$ cat src/rtl/antirebote_pkg.sv
// Shared channel state encoding and default parameters for the multichannel debouncer.
// No logic here; latency and backpressure are properties of the modules that import it.
package antirebote_pkg;

    typedef enum logic {
        ESTABLE   = 1'b0,
        VALIDANDO = 1'b1
    } estado_t;

    localparam int   N_CANALES_DEF    = 4;
    localparam int   CUENTA_DB_DEF    = 5;
    localparam int   CUENTA_LARGA_DEF = 20;
    localparam logic NIVEL_REPOSO_DEF = 1'b1;

endpackage

$ cat src/rtl/antirebote_canal.sv
// One button channel: 2-flop synchroniser, debounce FSM, hold counter and registered event pulses.
// Pin-to-output latency 2 + 2**CUENTA_DB cycles; no backpressure, outputs are always valid.
module antirebote_canal
    import antirebote_pkg::*;
#(
    parameter int   CUENTA_DB    = CUENTA_DB_DEF,
    parameter int   CUENTA_LARGA = CUENTA_LARGA_DEF,
    parameter logic NIVEL_REPOSO = NIVEL_REPOSO_DEF
) (
    input  logic clk,
    input  logic rst_n_pi,
    input  logic boton_pi,
    output logic boton_debounce_o,
    output logic presion_o,
    output logic liberacion_o,
    output logic larga_o
);

    localparam logic [CUENTA_DB-1:0]    CNT_MAX  = '1;
    localparam logic [CUENTA_LARGA-1:0] HOLD_MAX = '1;
    localparam logic [CUENTA_LARGA-1:0] HOLD_PRE = HOLD_MAX - 1'b1;

    logic                    sync_q1, sync_q2;
    estado_t                 estado_q, estado_d;
    logic [CUENTA_DB-1:0]    cnt_q, cnt_d;
    logic                    nivel_q, nivel_d;
    logic [CUENTA_LARGA-1:0] hold_q, hold_d;
    logic                    presion_d, liberacion_d, larga_d;
    logic                    transicion;
    logic                    activo_q;

    assign activo_q   = (nivel_q != NIVEL_REPOSO);
    assign transicion = (nivel_d != nivel_q);

    always_ff @(posedge clk or negedge rst_n_pi) begin
        if (!rst_n_pi) begin
            sync_q1 <= NIVEL_REPOSO;
            sync_q2 <= NIVEL_REPOSO;
        end else begin
            sync_q1 <= boton_pi;
            sync_q2 <= sync_q1;
        end
    end

    always_comb begin
        estado_d = estado_q;
        cnt_d    = cnt_q;
        nivel_d  = nivel_q;
        case (estado_q)
            ESTABLE: begin
                cnt_d = '0;
                if (sync_q2 != nivel_q) begin
                    estado_d = VALIDANDO;
                    cnt_d[0] = 1'b1;
                end
            end
            VALIDANDO: begin
                if (sync_q2 == nivel_q) begin
                    estado_d = ESTABLE;
                    cnt_d    = '0;
                end else if (cnt_q == CNT_MAX) begin
                    // Last of the consecutive mismatching samples: commit the new level.
                    estado_d = ESTABLE;
                    cnt_d    = '0;
                    nivel_d  = sync_q2;
                end else begin
                    cnt_d = cnt_q + 1'b1;
                end
            end
            default: begin
                estado_d = ESTABLE;
                cnt_d    = '0;
            end
        endcase
    end

    always_comb begin
        hold_d       = hold_q;
        presion_d    = 1'b0;
        liberacion_d = 1'b0;
        larga_d      = 1'b0;
        if (transicion) begin
            hold_d       = '0;
            presion_d    = (nivel_d != NIVEL_REPOSO);
            liberacion_d = (nivel_d == NIVEL_REPOSO);
        end else if (activo_q) begin
            // Pulse is raised together with the counter landing on its saturation value.
            larga_d = (hold_q == HOLD_PRE);
            if (hold_q != HOLD_MAX) begin
                hold_d = hold_q + 1'b1;
            end
        end
    end

    always_ff @(posedge clk or negedge rst_n_pi) begin
        if (!rst_n_pi) begin
            estado_q     <= ESTABLE;
            cnt_q        <= '0;
            nivel_q      <= NIVEL_REPOSO;
            hold_q       <= '0;
            presion_o    <= 1'b0;
            liberacion_o <= 1'b0;
            larga_o      <= 1'b0;
        end else begin
            estado_q     <= estado_d;
            cnt_q        <= cnt_d;
            nivel_q      <= nivel_d;
            hold_q       <= hold_d;
            presion_o    <= presion_d;
            liberacion_o <= liberacion_d;
            larga_o      <= larga_d;
        end
    end

    assign boton_debounce_o = nivel_q;

endmodule

$ cat src/rtl/antirebote_multicanal.sv
// N_CANALES independent debounced buttons with press, release and long-press pulses.
// Pin-to-output latency 2 + 2**CUENTA_DB cycles; no backpressure, outputs are always valid.
module antirebote_multicanal
    import antirebote_pkg::*;
#(
    parameter int   N_CANALES    = N_CANALES_DEF,
    parameter int   CUENTA_DB    = CUENTA_DB_DEF,
    parameter int   CUENTA_LARGA = CUENTA_LARGA_DEF,
    parameter logic NIVEL_REPOSO = NIVEL_REPOSO_DEF
) (
    input  logic                 clk,
    input  logic                 rst_n_pi,
    input  logic [N_CANALES-1:0] boton_pi,
    output logic [N_CANALES-1:0] boton_debounce_o,
    output logic [N_CANALES-1:0] presion_o,
    output logic [N_CANALES-1:0] liberacion_o,
    output logic [N_CANALES-1:0] larga_o
);

    for (genvar i = 0; i < N_CANALES; i++) begin : g_canal
        antirebote_canal #(
            .CUENTA_DB    (CUENTA_DB),
            .CUENTA_LARGA (CUENTA_LARGA),
            .NIVEL_REPOSO (NIVEL_REPOSO)
        ) u_canal (
            .clk              (clk),
            .rst_n_pi         (rst_n_pi),
            .boton_pi         (boton_pi[i]),
            .boton_debounce_o (boton_debounce_o[i]),
            .presion_o        (presion_o[i]),
            .liberacion_o     (liberacion_o[i]),
            .larga_o          (larga_o[i])
        );
    end

endmodule

$ cat config.mk
export PLATFORM = sky130hd
export DESIGN_NAME = antirebote_multicanal
export DESIGN_NICKNAME = d
export VERILOG_FILES = /design/src/rtl/antirebote_pkg.sv /design/src/rtl/antirebote_canal.sv /design/src/rtl/antirebote_multicanal.sv
export SDC_FILE = /design/constraint.sdc
export NUM_CORES = 1
export LEC_CHECK = 0
export CAP_MARGIN = 20
export CORE_MARGIN = 3
export CORE_UTILIZATION = 64
export CTS_BUF_LIST = sky130_fd_sc_hd__clkbuf_2 sky130_fd_sc_hd__clkbuf_4 sky130_fd_sc_hd__clkbuf_8
export CTS_CLUSTER_DIAMETER = 80
export DETAILED_ROUTE_END_ITERATION = 7
export HOLD_SLACK_MARGIN = 0.08
export PLACE_DENSITY_LB_ADDON = 0.12
export SLEW_MARGIN = 0
export SYNTH_ARGS = -nofsm -noshare
export SYNTH_HDL_FRONTEND = slang
export SYNTH_SLANG_ARGS = --single-unit
$ cat constraint.sdc
create_clock -name clk -period 3.15 [get_ports clk]
set_input_delay 0.315 -clock clk [delete_from_list [all_inputs] [get_ports clk]]
set_output_delay 0.315 -clock clk [all_outputs]
set_load 0.005 [all_outputs]
# Yosys cells after proc, flatten, opt, wreduce, memory -nomap -nowiden

Index checks and enable logic that the tools add are counted.

Flip-flop bits (word level): 128
Latch bits: 0
RAM bits: 0
Bits in read-only memories: 0
Input port bits: 6
Output and inout bits: 16
Logic and storage cells: 156
Memories kept: 0

Add/sub/neg operators: 8
Multipliers: 0
Divide/modulo/power cells: 0
Order comparisons: 0
Equal/unequal tests: 28
Shift-type cells: 0
Mux-type cells: 68
Bitwise gates (word level): 8
Reduce and logical (&&, ||, !) cells: 8

Operators with widths:

| operator                | count |
|---|---|
| $mux W20                | 12 |
| $add A20 B1 Y20 const B | 4 |
| $eq A20 B20 Y1 const B  | 4 |
| $ne A20 B20 Y1 const B  | 4 |
| $mux W1                 | 40 |
| $mux W5                 | 8 |
| $pmux W5 S2             | 4 |
| $add A5 B1 Y5 const B   | 4 |
| $eq A5 B5 Y1 const B    | 4 |
| $ne A1 B1 Y1            | 8 |
| $ne A2 B2 Y1 const B    | 4 |
| $not A1 Y1              | 8 |
| $pmux W1 S2             | 4 |
| $reduce_and A2 Y1       | 4 |
| $reduce_bool A2 Y1      | 4 |
| $eq A1 B1 Y1            | 4 |

# Longest topological paths before layout

Gate-level depths: netlist of run 1.

Depth after elaboration: 7
Mapped depth: 13
Mapped depth without buffers: 11

# By module

Synthesis of run 1 repeated with hierarchy kept, for this count alone.

Cell total of the unflattened synthesis: 677
Area total of the unflattened synthesis: 6,779.0 µm²

Modules (own cells, without submodules):

| module                                    | times used | cells an instance | area each (µm²) | sequential area each (µm²) |
|---|---|---|---|---|
| antirebote_canal (g_canal[0].u_canal ...) | 2          | 172               | 1,700.4         | 804.5 |
| antirebote_canal (g_canal[2].u_canal)     | 1          | 166               | 1,697.9         | 804.5 |
| antirebote_canal (g_canal[1].u_canal)     | 1          | 167               | 1,680.4         | 804.5 |

# Worst setup path after synthesis of run 1

Ideal clock, no wire load.

Path type: flip-flop to flip-flop
Start point: register g_canal[3].u_canal.cnt_q[0]
End point: register g_canal[3].u_canal.hold_q[7]
Setup time: 0.120 ns
Arrival: 2.744 ns
Required time: 3.030 ns
Slack: 0.286 ns
Stages on the path, launching flop included: 13
Path buffers: 2
Period minus slack after synthesis: 2.864 ns
Path through: dfrtp_1 > ha_1 > and3_1 > ha_1 > nand2_1 > mux2_2 > ha_1 > buf_2 > nand2_1 > nor3_1 > a31oi_1 > buf_6 > a31o_2

Cells in the longest elaborated chain, start to end: 7
Elaborated cells on any way between the ends: 9
Classes of those cells: eq/ne: 3; mux: 4; reduce/logical: 2

Ends and longest elaborated chain:

| element                                                      | RTL line                | text |
|---|---|---|
| start, declared                                              | antirebote_canal.sv:25  | `logic [CUENTA_DB-1:0] cnt_q, cnt_d;` |
| start signal, assigned                                       | antirebote_canal.sv:106 | `cnt_q <= cnt_d;` |
| $eq A5 B5 Y1 (*)                                             | antirebote_canal.sv:61  | `end else if (cnt_q == CNT_MAX) begin` |
| $mux W1 (*)                                                  | antirebote_canal.sv:61  |  |
| $mux W1 (*)                                                  | antirebote_canal.sv:58  | `if (sync_q2 == nivel_q) begin` |
| $mux W1 (*)                                                  | antirebote_canal.sv:49  | `case (estado_q)` |
| named net g_canal[3].u_canal.nivel_d                         | antirebote_canal.sv:26  | `logic nivel_q, nivel_d;` |
| $ne A1 B1 Y1 (*)                                             | antirebote_canal.sv:33  | `assign transicion = (nivel_d != nivel_q);` |
| $ne A2 B2 Y1 (no line) or $reduce_bool A2 Y1 (tied branches) | --                      |  |
| $reduce_and A2 Y1 (no line)                                  | --                      |  |
| end signal, assigned                                         | antirebote_canal.sv:108 | `hold_q <= hold_d;` |
| end, declared                                                | antirebote_canal.sv:27  | `logic [CUENTA_LARGA-1:0] hold_q, hold_d;` |

Mark *: on every way through the listed nets, which the timed path passes. The rest lies on a longest branch.
A chain may end at the register's enable or synchronous reset.

# Final worst setup path of run 1

Start point: register g_canal[2].u_canal.cnt_q[0]
End point: register g_canal[2].u_canal.hold_q[6]

Cells in the longest elaborated chain, start to end: 7
Elaborated cells on any way between the ends: 9
Classes of those cells: eq/ne: 3; mux: 4; reduce/logical: 2

Ends and longest elaborated chain:

| element                                                      | RTL line |
|---|---|
| start, declared                                              | antirebote_canal.sv:25 |
| start signal, assigned                                       | antirebote_canal.sv:106 |
| $eq A5 B5 Y1 (*)                                             | antirebote_canal.sv:61 |
| $mux W1 (*)                                                  | antirebote_canal.sv:61 |
| $mux W1 (*)                                                  | antirebote_canal.sv:58 |
| $mux W1 (*)                                                  | antirebote_canal.sv:49 |
| named net g_canal[2].u_canal.nivel_d                         | antirebote_canal.sv:26 |
| $ne A1 B1 Y1 (*)                                             | antirebote_canal.sv:33 |
| $ne A2 B2 Y1 (no line) or $reduce_bool A2 Y1 (tied branches) | -- |
| $reduce_and A2 Y1 (no line)                                  | -- |
| end signal, assigned                                         | antirebote_canal.sv:108 |
| end, declared                                                | antirebote_canal.sv:27 |

Marks and branches as above.

==> results of run 1 <==
[cell usage in the layout, fill, tap and decap left out, types with 3 or more instances in the layout]
master           count
mux2_2               5
dfstp_2             12
and4_1               4
clkdlybuf4s50_1     20
nor2_1              42
clkbuf_8            21
and3_1              18
nor3_2               3
o41ai_1              5
nor3_1              22
a31oi_1             32
o31ai_1             16
a21oi_1             40
nand3_1             30
dfrtp_1            116
inv_1               26
a21boi_0             5
xor2_1               8
o21ai_0             79
a41oi_1              5
mux2i_1              3
bufinv_16            4
buf_4               14
or3_1                5
nand3b_1             3
and2_1               9
nand2b_1            10
xnor2_1              4
nand4_1             30
nor4_1               6
ha_1                31
a31o_2               3
nand2_1             61
a21o_1               3
[kinds of logic (layout without fill, tap and decap cells)]
group	Yosys count	in the layout	share of synthesized area [%]
buffers and inverters	68	95	5.445
AOI/OAI and AO/OA	197	197	17.34
adders and majority gates	32	32	5.947
xor gates and xnor gates	12	12	1.561
DFF	128	128	47.80
muxes	8	8	1.282
and+or+nand+nor	258	258	20.63
[per-stage QoR]
stage / util (%) / hold WS (ps) / setup WS, ps / total power (uW)
global route: 74.56 / 261.1 / 14.15 / 3439
CTS: 74.36 / 239.3 / 50.95 / 3362
floorplan: - / 19.41 / 285.6 / 1716
detailed placement: 69.63 / 347.2 / -76.31 / 1766
global placement: 69.56 / 347.4 / -181.5 / 1763
finish: 74.56 / 278.7 / 164.0 / 3322
[worst reg2reg max path, delay by kind of cell (launching register included)]
kind            cells  cell delay [ps]
compound gates      2              600
flops               1              390
fa+ha+maj           3              730
simple gates        5              590
buf+inv             1              230
mux                 1              350
[power breakdown]
group | switching (uW) | leakage (uW) | internal (uW) | total (uW)
combinational | 41.5 | 0.00137 | 19.7 | 61.2
clock | 624 | 0.000229 | 964 | 1590
sequential | 10.3 | 0.00167 | 1660 | 1670
[layout make-up]
class / count / area [sq um] / area share [%]
tap: 133 / 166.4 / 2.232
clock inverter: 9 / 153.9 / 2.064
inverter: 26 / 97.59 / 1.309
clock buffer: 23 / 304.0 / 4.078
timing repair buffer: 37 / 346.6 / 4.648
multi-input combinational: 507 / 3169 / 42.51
sequential: 128 / 3218 / 43.16
[state kept, by name, indices dropped and copies added, names as in the netlist]
name	flops
g_canal.u_canal.hold_q	80
g_canal.u_canal.sync_q2	4
g_canal.u_canal.liberacion_o	4
g_canal.u_canal.boton_debounce_o	4
g_canal.u_canal.sync_q1	4
g_canal.u_canal.presion_o	4
g_canal.u_canal.larga_o	4
g_canal.u_canal.cnt_q	20
g_canal.u_canal.estado_q	4
[worst paths after layout]
kind / start / to / slack (ps) / depth (start not counted)
max: g_canal[2].u_canal.cnt_q[0] / g_canal[2].u_canal.hold_q[6] / 160 / 12
min: boton_pi[2] / g_canal[2].u_canal.sync_q1 / 280 / 1
max reg2reg: g_canal[2].u_canal.cnt_q[0] / g_canal[2].u_canal.hold_q[6] / 160 / 12
min reg2reg: g_canal[1].u_canal.sync_q1 / g_canal[1].u_canal.sync_q2 / 350 / 0
max in group asynchronous: rst_n_pi / g_canal[0].u_canal.sync_q2 / 1860 / 3
min in group asynchronous: rst_n_pi / g_canal[3].u_canal.hold_q[11] / 460 / 2
[timing repair]
action | 4_1_cts | 5_1_grt
pin swaps | 0 | 1
setup endpoints to repair | 5 | 27
hold buffers | 1 | 0
gates resized for setup | 1 | 4
endpoints found under the hold margin | 48 | 0
[layer usage]
metal	up-vias	track usage, %	routed length [um]
li1	2592	-	-
met1	2538	33.29	6183
met2	158	38.61	6491
met3	17	5.970	639
met4	0	10.19	182
met5	-	0	0
==> flow_summary_export.csv, run 1 <==
group,metric,value,unit
placement,place_area,6963,sq um
clock_tree,cts-buffers-inserted,17,
placement,io_buffers,21,
power,leakage,0.003265,uW
clock_tree,cts.sink_count,128,
synthesis,synth_top_area_share,43.11,%
sta,skew,10.02,ps
synthesis,ys_seq_area_share,47.80,%
clock_tree,clockBufferDepth,2,
synthesis,yosysMostFrequentCell,"dfrtp_1",
sta,finalCriticalPeriod,2986,ps
grt,first_global_vias,5141,
hold_path,hold_class,"in -> reg",
setup_path,crit_family,"adder cells",
die,rows,36,
sta,worstMarginPinSlew,893.7,ps
route,dr.first_iter.drc_count,306,
clock_tree,root_buffer,"clkbuf_8",
grt,grt_overflow_total,0,
layout,nFillCells,735,
die,dieArea,11790,sq um
sta,fmax,334.9,MHz
sta,maxSlewHeadroom,39.87,%
setup_path,critical_path.startpoint_type,"flop",
setup_path,slowest_delay,400,ps
route,drtPass1Iterations,5,
layout,final_area,7456,sq um
synthesis,synthTopCellsByCount,"dfrtp_1, o21ai_0, nand2_1, nor2_1, a21oi_1",
sta,setup_tns,0,ps
route,dr_total_vias,5305,
placement,dp_hpwl,8882,um
setup_path,crit_required,3490,ps
route,post_drt_wl_per_cell,15.64,um
die,die_width,108.6,um
clock_tree,worstSkewPairLatency,430,ps
die,boundaryPins,22,
sta,hold_violations,0,
sta,rsz0062_at_grt,"no",
setup_path,end_kind,"flop",
status,status,"finished clean",
sta,min_period_over_period,94.79,%
setup_path,cp_max_fo,7,
die,die_h,108.6,um
synthesis,yosys_most_used_dff,"dfrtp_1",
placement,dp_cells,830,
synthesis,syn_area_per_cell,9.577,sq um
synthesis,synth_area,6733,sq um
setup_path,cp.arrival,3330,ps
setup_path,cp_common_cell,"ha_1",
die,initial_core_util,67.33,%
grt,grt_max_degree,55,
grt,antenna_found_initial,0,
route,vias_per_cell,6.147,
synthesis,synth_edf_count,0,
placement,gp_congestion,0.8627,
setup_path,cp.buffers_inverters,1,
synthesis,ys_ff_latch,128,
route,routed_wirelength,13500,um
synthesis,ys.warnings.count,0,
route,antenna_left,0,
clock_tree,tritoncts,"yes",
synthesis,ys_top_cells_by_area,"dfrtp_1, ha_1, o21ai_0, dfstp_2, nand2_1",
setup_path,cp_cell_sequence,"ha_1 > and3_1 > ha_1 > nand2_1 > mux2_2 > ha_1 > nand2_1 > nor4_4 > a211oi_2 > buf_4 > nand4_1 > o21ai_0",
synthesis,synthCells,703,
clock_tree,htree_levels,4,
layout,layout-drive-gt1-share,11.64,%
route,drc,0,
power,vdd_drop_max,0.0003863,V
synthesis,async_flop_share,100.0,%
clock_tree,post_cts.repair.setup_buffers,0,
run,maxCapViolations,0,
layout,nNetsFinal,755,
layout,layout.cells.non_filler,863,
grt,grt_usage,24.72,%
clock_tree,clkTransAtPathRegs,80,ps
grt,grt_pass1_wl,23290,um
sta,setup_viol,0,
power,p_per_area,445.5,nW/um^2
setup_path,worst_path_max_delay_cell,"a211oi_2",
synthesis,synth.net_count,741,
layout,antenna_cells,0,
synthesis,synth_area_leader_cell,"dfrtp_1",
layout,areaGrowthSynthToFinish,10.74,%
setup_path,criticalPathCategory,"reg -> reg",
die,core-area,10000,sq um
synthesis,ys_types,53,
sta,slew_viol_final,0,
Note: power is estimated with default switching activity, not from simulation.
==> run 2, diff against run 1 <==
CTS_CLUSTER_SIZE = 20   (was not set)
==> results of run 2 <==
No change in the layout: final DEF, timing and power equal those of run 1.
